<file path="config.mk">
export PLATFORM = sky130hd
export DESIGN_NAME = fifo_sync_ctrl
export DESIGN_NICKNAME = d
export VERILOG_FILES = /design/src/rtl/fifo_sync_ctrl.sv
export SDC_FILE = /design/constraint.sdc
export NUM_CORES = 1
export LEC_CHECK = 0
export CAP_MARGIN = 40
export CORE_AREA = 10 10 100 102
export CTS_CLUSTER_DIAMETER = 150
export DETAILED_ROUTE_END_ITERATION = 12
export DIE_AREA = 0 0 110 112
export DONT_BUFFER_PORTS = 1
export GPL_ROUTABILITY_DRIVEN = 0
export PLACE_DENSITY = 0.32
export RECOVER_POWER = 50
export SYNTH_ARGS = -nofsm -noshare
export SYNTH_HDL_FRONTEND = slang
export SYNTH_SLANG_ARGS = --single-unit
</file>
<file path="constraint.sdc">
create_clock -name clk -period 3.4 [get_ports clk]
set_input_delay 0.34 -clock clk [delete_from_list [all_inputs] [get_ports clk]]
set_output_delay 0.34 -clock clk [all_outputs]
set_load 0.005 [all_outputs]
</file>
<file path="src/rtl/fifo_sync_ctrl.sv">
// fifo_sync_ctrl: parametrised synchronous FIFO controller driving an external read-first 1-cycle RAM
module fifo_sync_ctrl #(
  parameter int WIDTH    = 64,
  parameter int DEPTH    = 8,
  parameter int AF_LEVEL = DEPTH - 2,
  parameter int AE_LEVEL = 1,
  parameter int OUT_REG  = 0,
  localparam int ADDR_W  = $clog2(DEPTH)
) (
  input  logic              clk,
  input  logic              reset_n,
  input  logic              clear,
  input  logic              push,
  input  logic [WIDTH-1:0]  wr_data,
  input  logic              pop,
  output logic [WIDTH-1:0]  rd_data,
  output logic              rd_valid,
  output logic              empty,
  output logic              full,
  output logic              almost_empty,
  output logic              almost_full,
  output logic [ADDR_W:0]   level,
  output logic              overflow,
  output logic              underflow,
  output logic              mem_wr_en,
  output logic [ADDR_W-1:0] mem_wr_addr,
  output logic [WIDTH-1:0]  mem_wr_data,
  output logic              mem_rd_en,
  output logic [ADDR_W-1:0] mem_rd_addr,
  input  logic [WIDTH-1:0]  mem_rd_data
);
  localparam logic [ADDR_W:0] DEPTH_L = (ADDR_W+1)'(DEPTH);
  localparam logic [ADDR_W:0] AF_L    = (ADDR_W+1)'(AF_LEVEL);
  localparam logic [ADDR_W:0] AE_L    = (ADDR_W+1)'(AE_LEVEL);
  logic [ADDR_W-1:0] wr_ptr, rd_ptr;
  logic [ADDR_W:0]   level_next;
  logic              wa, ra, v1;
  // a pop on a full FIFO frees the slot the simultaneous push lands in
  always_comb begin
    wa = push && (!full || pop) && !clear;
    ra = pop && !empty && !clear;
    level_next = clear ? '0 : level + (ADDR_W+1)'(wa) - (ADDR_W+1)'(ra);
  end
  assign mem_wr_en   = wa;
  assign mem_wr_addr = wr_ptr;
  assign mem_wr_data = wr_data;
  assign mem_rd_en   = ra;
  assign mem_rd_addr = rd_ptr;
  always_ff @(posedge clk or negedge reset_n)
    if (!reset_n) begin
      wr_ptr       <= '0;
      rd_ptr       <= '0;
      level        <= '0;
      empty        <= 1'b1;
      full         <= 1'b0;
      almost_empty <= 1'b1;
      almost_full  <= 1'b0;
      overflow     <= 1'b0;
      underflow    <= 1'b0;
      v1           <= 1'b0;
    end else begin
      wr_ptr       <= clear ? '0 : wr_ptr + ADDR_W'(wa);
      rd_ptr       <= clear ? '0 : rd_ptr + ADDR_W'(ra);
      level        <= level_next;
      empty        <= level_next == '0;
      full         <= level_next == DEPTH_L;
      almost_empty <= level_next <= AE_L;
      almost_full  <= level_next >= AF_L;
      overflow     <= !clear && (overflow || (push && full && !pop));
      underflow    <= !clear && (underflow || (pop && empty));
      v1           <= ra;
    end
  if (OUT_REG != 0) begin : g_reg
    logic             v2;
    logic [WIDTH-1:0] dq;
    always_ff @(posedge clk or negedge reset_n)
      if (!reset_n) begin
        v2 <= 1'b0;
        dq <= '0;
      end else begin
        v2 <= v1 && !clear;
        if (v1) dq <= mem_rd_data;
      end
    assign rd_valid = v2;
    assign rd_data  = dq;
  end else begin : g_comb
    assign rd_valid = v1;
    assign rd_data  = v1 ? mem_rd_data : '0;
  end
endmodule

</file>
# After elaboration in Yosys (flattened, before gate mapping)
# Index checks and enable logic that the tools add are counted.
[op_classes]
add_sub_neg = 4
magnitude_cmp = 2
eq_ne = 1
n_mux = 4
reduce_logical = 17
[op_table]
columns = ["cell", "n"]
rows = [
  ["$mux 64", 1],
  ["$logic_and 1x1->1", 9],
  ["$add 3x1->3", 2],
  ["$mux 3", 2],
  ["$add 4x1->4", 1],
  ["$eq 4x4->1 const B", 1],
  ["$ge 4x3->1 const B", 1],
  ["$le 4x1->1 const B", 1],
  ["$logic_not 1->1", 4],
  ["$logic_not 4->1", 1],
  ["$mux 4", 1],
  ["$sub 4x1->4", 1],
  ["$logic_or 1x1->1", 3],
]
[totals]
reg_bits = 17
input_bits = 133
output_inout_bits = 147
word_cells = 38

# Logic depth before layout (Yosys ltp)
# Gate-level depths: netlist (run 1).
[logic_depth]
ltp_word = 8
ltp_mapped = 9
depth_no_buf = 9

# Worst setup path after synthesis (run 1)
# OpenSTA, ideal clock, no wires.
[synth_timing]
path_type = "register to register"
start = "register full"
end = "register almost_full"
setup_ps = 124
arrival_ps = 2262
t_required_ps = 3276
path_slack_ps = 1014
stages_incl_launch_ff = 10
n_path_buf = 0
synth_period_minus_slack_ps = 2386
path_cell_list = "dfrtp_1 -> nor2b_1 -> or3b_1 -> ha_1 -> inv_1 -> ha_1 -> fa_1 -> xnor2_1 -> nor2_1 -> a211o_1"
[synth_between]
elab_chain_len = 8
[synth_rtl]
columns = ["item", "line_no", "source"]
rows = [
  ["start: declaration", "19", "output logic full,"],
  ["start signal: assignment", "55", "full <= 1'b0;"],
  ["start signal: assignment", "66", "full <= level_next == DEPTH_L;"],
  ["$logic_not 1->1", "40", "wa = push && (!full || pop) && !clear;"],
  ["$logic_or 1x1->1", "40", ""],
  ["$logic_and 1x1->1 (2 in series)", "40", ""],
  ["$add 4x1->4", "42", "level_next = clear ? '0 : level + (ADDR_W+1)'(wa) - (ADDR_W+1)'(ra);"],
  ["$sub 4x1->4", "42", ""],
  ["$mux 4", "42", ""],
  ["via level_next[2]", "36", "logic [ADDR_W:0] level_next;"],
  ["$ge 4x3->1", "68", "almost_full <= level_next >= AF_L;"],
  ["end signal: assignment", "57", "almost_full <= 1'b0;"],
  ["end signal: assignment", "68", ""],
  ["end: declaration", "21", "output logic almost_full,"],
]
# The timed path passes the listed nets, and every way through them passes these cells.

# Worst setup path after layout (run 1)
# Same ends and word-level chain as after synthesis.

==> metrics, run 1 <==
Crit path arrival time=2.69 ns; initial antenna violation count=0; Core Rows=33; Bufs on Longest Clock Path=2; WL final=5850 um; flops & latches, synth=17; Syn. warnings=0; Seq/Total Area, Yosys=0.253; Setup crit start kind=flop; Synth-to-Final Area Change=-17.1%; Pwr Density=532 nW/um^2; CP max stage delay=0.40 ns; crit-path cells=nor2b_1 > or3b_1 > ha_1 > inv_1 > ha_1 > fa_1 > xnor2_1 > nor2_1 > a211o_1; critical path class=flop to flop; total grt overflow=0; CP most frequent cell=ha_1; count of port buffers added during placement=0; Max Freq=392 MHz; layout cells sized above 1=0.0519; syn_nets=341; worst rel slew slack=0.470; max-slew violations=0; CP endpoint kind=flop; I/O pin count=280; die width=110 um; Setup TNS Final=0 ns; final core utilization=0.174; Antenna Cells=0; CP max stage cell=dfrtp_1; Critical Path Start=full; Worst Path Max Fanout=3; worst hold path type=primary input to flop; overall global routing resource usage=0.0806; outcome=finished, final reports clean; leakage=0.628 nW; initial core utilization=0.210; ANT nets after route=0; crit path time final=2.55 ns; Num CTS Buffers=3; vias in the first global route=1121; largest net degree at the start of global routing=38; WHS=0.145 ns; Synth Instances=199; CTS-repair resized insts=0; post-route clock skew=0.00176 ns; Synth cell types=24; Post-synth top flop=dfrtp_1; area of the die=12300 sq um; VDD IR max=0.220 mV; Total Power=0.745 mW; Cell Area, Placed=1350 sq um; final instance area=1400 sq um; Post-CTS Setup Inserts=0; worst r2r src=full; Die H=112 um; Mapped Avg Cell Area=8.49 sq um; Final #Nets=278; clk_lat worst skew=0.25 ns; DRC=0; most frequent cells in the layout=and2_1 (64), dfrtp_1 (15), ha_1 (8); Slew @ Worst Pin=0.792 ns; H-tree levels=1; global-route wire length before repair=7580 um; Initial DRC Count=58; Mapped Area=1690 sq um; dpl hpwl=5170 um; Hold Violations, Final=0; crit share post-route=0.750; Core Footprint=8050 sq um; commonest non-fill, non-tap cell in the layout=and2_1; Root Buffer=clkbuf_8; drt wl/cell=24.4 um; vias=1039; ys async rst share=1.00; CP required=3.54 ns; count of final setup violators=0; number of synthesized flops with an enable pin=0; hold path start=clear; hold buffer count at CTS=1; clock sink count=17; Reg clk slew, reported paths=0.07 ns; CTS tree=done; first-pass iteration count of the detailed router=2; unrepaired setup endpoints after global routing=no; maxcap violations=0; vias per cell=4.33
power breakdown:
| group | internal [mW] | total [mW] | leakage [nW] | switching, mW |
|---|---|---|---|---|
| combinational | 0.125 | 0.284 | 0.380 | 0.158 |
| clock | 0.0813 | 0.152 | 0.0255 | 0.0704 |
| sequential | 0.253 | 0.310 | 0.222 | 0.0569 |
cell type report:
type                    count  area [sq um]
fillers                   899          6650
multi-input cells         106           736
flip-flops and latches     17           428
well taps                 105           131
clock buffers               3          41.3
repair buffers              3          41.3
inverters                   5          18.8
clock inverters             1          5.00
cell families after synthesis:
logic type | Yosys count | share of synthesized area
xor gates and xnor gates | 4 | 0.0207
AOI/OAI and AO/OA | 8 | 0.0348
adders and majority gates | 9 | 0.0711
DFF | 17 | 0.253
buffers and inverters | 76 | 0.312
and+or+nand+nor | 85 | 0.309
routing by layer:
metal / track usage / vias up / wire, um / share of wire
li1: - / 430 / - / -
met2: 0.150 / 128 / 2970 / 0.51
met5: 0 / - / 0 / 0
met4: 0.00434 / 0 / 0 / 0
met1: 0.0669 / 481 / 1710 / 0.29
met3: 0.0646 / 0 / 1170 / 0.20
synth_stat cells (2+ instances only):
| master | n | area share |
|---|---|---|
| a21oi_1 | 4 | 0.012 |
| dfstp_2 | 2 | 0.031 |
| nor2b_1 | 7 | 0.026 |
| clkbuf_1 | 6 | 0.013 |
| xnor2_1 | 4 | 0.021 |
| nor2_1 | 6 | 0.013 |
| buf_4 | 64 | 0.28 |
| dfrtp_1 | 15 | 0.22 |
| inv_1 | 5 | 0.011 |
| ha_1 | 8 | 0.059 |
| and2_1 | 64 | 0.24 |
| a211o_1 | 2 | 0.010 |
critical path, delay by kind of cell (launching register included):
| kind | cells | cell delay (ns) |
|---|---|---|
| adders and majority gates | 3 | 0.89 |
| xor gates and xnor gates | 1 | 0.19 |
| AOI/OAI and AO/OA | 1 | 0.29 |
| buffers and inverters | 1 | 0.04 |
| DFF | 1 | 0.40 |
| and+or+nand+nor | 3 | 0.62 |
registers in the layout (all words and copies together) (netlist names):
register / count
rd_valid: 1
overflow: 1
mem_rd_addr: 3
empty: 1
level: 4
underflow: 1
full: 1
almost_full: 1
mem_wr_addr: 3
almost_empty: 1
through the flow:
step / setup slack, ns / std cells
after floorplan: 1.01 / 199
after global placement: 0.924 / 234
after detailed placement: 0.829 / 235
after CTS: 0.819 / 240
after global routing: 0.690 / 240
final: 0.849 / 240
final timing paths:
path                       cells after the start             end  slack (ns)
setup / recovery                               9     almost_full        0.85
hold / removal                                 1  mem_wr_addr[0]        0.15
setup reg to reg                               9     almost_full        0.85
hold reg to reg                                2       underflow        0.57
max in group asynchronous                      1        level[0]        2.29
min in group asynchronous                      1       underflow        0.62
No activity file was read; power rests on OpenSTA's default activity.
==> run 2: changes to the inputs <==
--- a/config.mk
+++ b/config.mk
@@ -12,7 +12,7 @@
 export DIE_AREA = 0 0 110 112
 export DONT_BUFFER_PORTS = 1
 export GPL_ROUTABILITY_DRIVEN = 0
-export PLACE_DENSITY = 0.32
+export PLACE_DENSITY = 0.33
 export RECOVER_POWER = 50
 export SYNTH_ARGS = -nofsm -noshare
 export SYNTH_HDL_FRONTEND = slang
==> constraint.sdc (replaced) <==
create_clock -name clk -period 2.3 [get_ports clk]
set_input_delay 0.23 -clock clk [delete_from_list [all_inputs] [get_ports clk]]
set_output_delay 0.23 -clock clk [all_outputs]
set_load 0.005 [all_outputs]
==> run 2 against run 1 <==
The flow now finishes with violations (setup timing). Clock-buffer cell count increased by 1. Non-clock buffer count up 5. Power increased by 63%. First-iteration DRC count increased by 19%. Maximum frequency grew 6.5%. Worst setup slack lost 0.94 ns. Wire length up 6.9%. Flip-flop and latch count stayed put. Sequential share of layout area is 1.9 points lower. Register-to-register slack lost 0.94 ns. Largest power group is now combinational logic.
==> metrics, run 2 (synthesis results as in run 1) <==
outcome=complete, but fails checks; failing checks=setup timing; maxcap violations=0 (unchanged); most frequent cells in the layout=and2_1 (64), dfrtp_1 (15), buf_4 (7); max-slew violations=0 (unchanged); Reg clk slew, reported paths=0.07 ns (about the same); Slew @ Worst Pin=0.796 ns (+0.00443 ns); layout cells sized above 1=0.193 (+0.141); CP endpoint kind=flop; initial core utilization=0.210 (unchanged); Max Freq=418 MHz (+6.5%); Synth-to-Final Area Change=-11.6%; Fillers=894 (-0.56%); vias in the first global route=1143 (+2.0%); vias per cell=4.44 (+2.7%); initial antenna violation count=0 (unchanged); global-route wire length before repair=8120 um (+7.2%); ANT nets after route=0 (unchanged); Hold Violations, Final=0 (unchanged); CTS tree=done; count of port buffers added during placement=0 (unchanged); count of final setup violators=3 (+3); vias=1089 (+4.8%); crit path time final=2.39 ns (-0.156 ns); Die H=112 um (unchanged); commonest non-fill, non-tap cell in the layout=and2_1; Initial DRC Count=69 (+19%); H-tree levels=1 (unchanged); Net Switching=0.468 mW (+64%); Final #Nets=283 (+1.8%); Crit path arrival time=2.53 ns (-0.16 ns); setup slack, reg-to-reg=-0.09 ns (-0.94 ns); final instance area=1490 sq um (+6.6%); drt wl/cell=25.5 um (+4.7%); post-route clock skew=0.00625 ns (+0.00449 ns); first-pass iteration count of the detailed router=4 (+2); Root Buffer=clkbuf_8; met2 GRT Util=0.169 (+0.0186); Core Footprint=8050 sq um (unchanged); clock sink count=17 (unchanged); I/O pin count=280 (unchanged); Num CTS Buffers=3 (unchanged); worst r2r src=full; total grt overflow=0 (unchanged); sequential share of power=0.370 (-0.046); switch share=0.385 (+0.00207); dpl hpwl=5400 um (+4.5%); design internal power=0.748 mW (+63%); die width=110 um (unchanged); Core Rows=33 (unchanged); final worst slack=-0.0948 ns (-0.944 ns); worst setup path end=almost_full; Antenna Cells=0 (unchanged); Comb pwr share=0.445 (+0.065); worst rel slew slack=0.467 (-0.00296); Worst Path Max Fanout=3 (unchanged); WL final=6260 um (+6.9%); Cell Area, Placed=1370 sq um (+1.7%); unrepaired setup endpoints after global routing=yes; worst hold path type=primary input to flop; Setup crit start kind=flop; VDD IR max=0.405 mV (+84%); CP required=2.43 ns (-1.11 ns); leakage=0.659 nW (+5.0%); Critical Path Start=full; routing usage on met3=0.0536 (-0.0110); most flop-heavy register=level; worst reg2reg path endpoint=almost_full; crit share post-route=1.04 (+0.291); clk_lat worst skew=0.25 ns (about the same); Reg2Reg Depth=9 (unchanged); number of flip-flops in the largest register=4 (unchanged); overall global routing resource usage=0.0877 (+0.00709); area of the die=12300 sq um (unchanged); Setup TNS Final=-0.110 ns (-0.110 ns); Pwr Density=814 nW/um^2 (+53%); M1 GR Usage=0.0733 (+0.00643); Clk pwr share=0.185 (-0.018); Bufs on Longest Clock Path=2 (unchanged); largest net degree at the start of global routing=66 (+74%); critical path class=flop to flop; DRC=0 (unchanged); GR peak layer=met2
[run 2: critical path: stages, from the launching register on]
cell and delay, ns:
dfrtp_1 0.38, nor2b_4 0.13, or3b_4 0.39, ha_4 0.27, inv_2 0.04, ha_4 0.15
fa_2 0.36, xnor2_2 0.19, nor2_2 0.08, a211o_1 0.29
[run 2: final cells by class]
class | instances | area, sq um | share of cell area
multi-input combinational | 106 | 808 | 0.541
timing repair buffer | 8 | 62.6 | 0.0419
inverter | 5 | 18.8 | 0.0126
clock buffer | 4 | 45.0 | 0.0302
sequential | 17 | 428 | 0.286
tap | 105 | 131 | 0.0879
[run 2: how the worst min path moves through the flow]
| stage | start | slack, ns | cells past startpoint | end |
|---|---|---|---|---|
| 3_5_place_dp | reset_n | -0.06 | 0 | level[3] |
| 3_3_place_gp | reset_n | -0.06 | 0 | level[3] |
| 2_1_floorplan | reset_n | -0.07 | 0 | almost_full |
| 4_1_cts | clear | 0.03 | 1 | mem_wr_addr[0] |
| 6_report | clear | 0.03 | 1 | overflow |
| 5_1_grt | clear | 0.02 | 1 | overflow |
[run 2: through the flow]
stage	power, mW	hold WS (ns)	setup WS, ns	util	std cells
4_1_cts	1.24	0.0265	-0.0781	0.185	244
3_5_place_dp	0.932	-0.0649	-0.130	0.170	238
5_1_grt	1.33	0.0182	-0.165	0.186	245
6_report	1.22	0.0337	-0.0948	0.186	245
3_3_place_gp	0.920	-0.0648	-0.0845	0.170	238
2_1_floorplan	0.881	-0.0656	-0.0410	-	199
[run 2: power by group through the flow]
stage          Combinational, mW  Sequential (mW)  Clock (mW)
6_report                   0.542            0.450       0.225
5_1_grt                    0.609            0.466       0.251
4_1_cts                    0.549            0.458       0.236
3_5_place_dp               0.473            0.459           0
3_3_place_gp               0.460            0.459           0
2_1_floorplan              0.452            0.429           0
[run 2: repair_timing]
| action | CTS | global route |
|---|---|---|
| pin swaps | 9 | 2 |
| setup endpoints to repair | 4 | 4 |
| endpoints found under the hold margin | 17 | 0 |
| resized for setup | 11 | 0 |
| hold buffers | 1 | 0 |
| gates cloned | 0 | 0 |
| setup buffers | 1 | 1 |
[run 2: metal layers]
layer  up-vias  wire (um)
met4         0          6
met1       517       1720
met5         -          0
met3         2       1160
li1        433          -
met2       137       3370
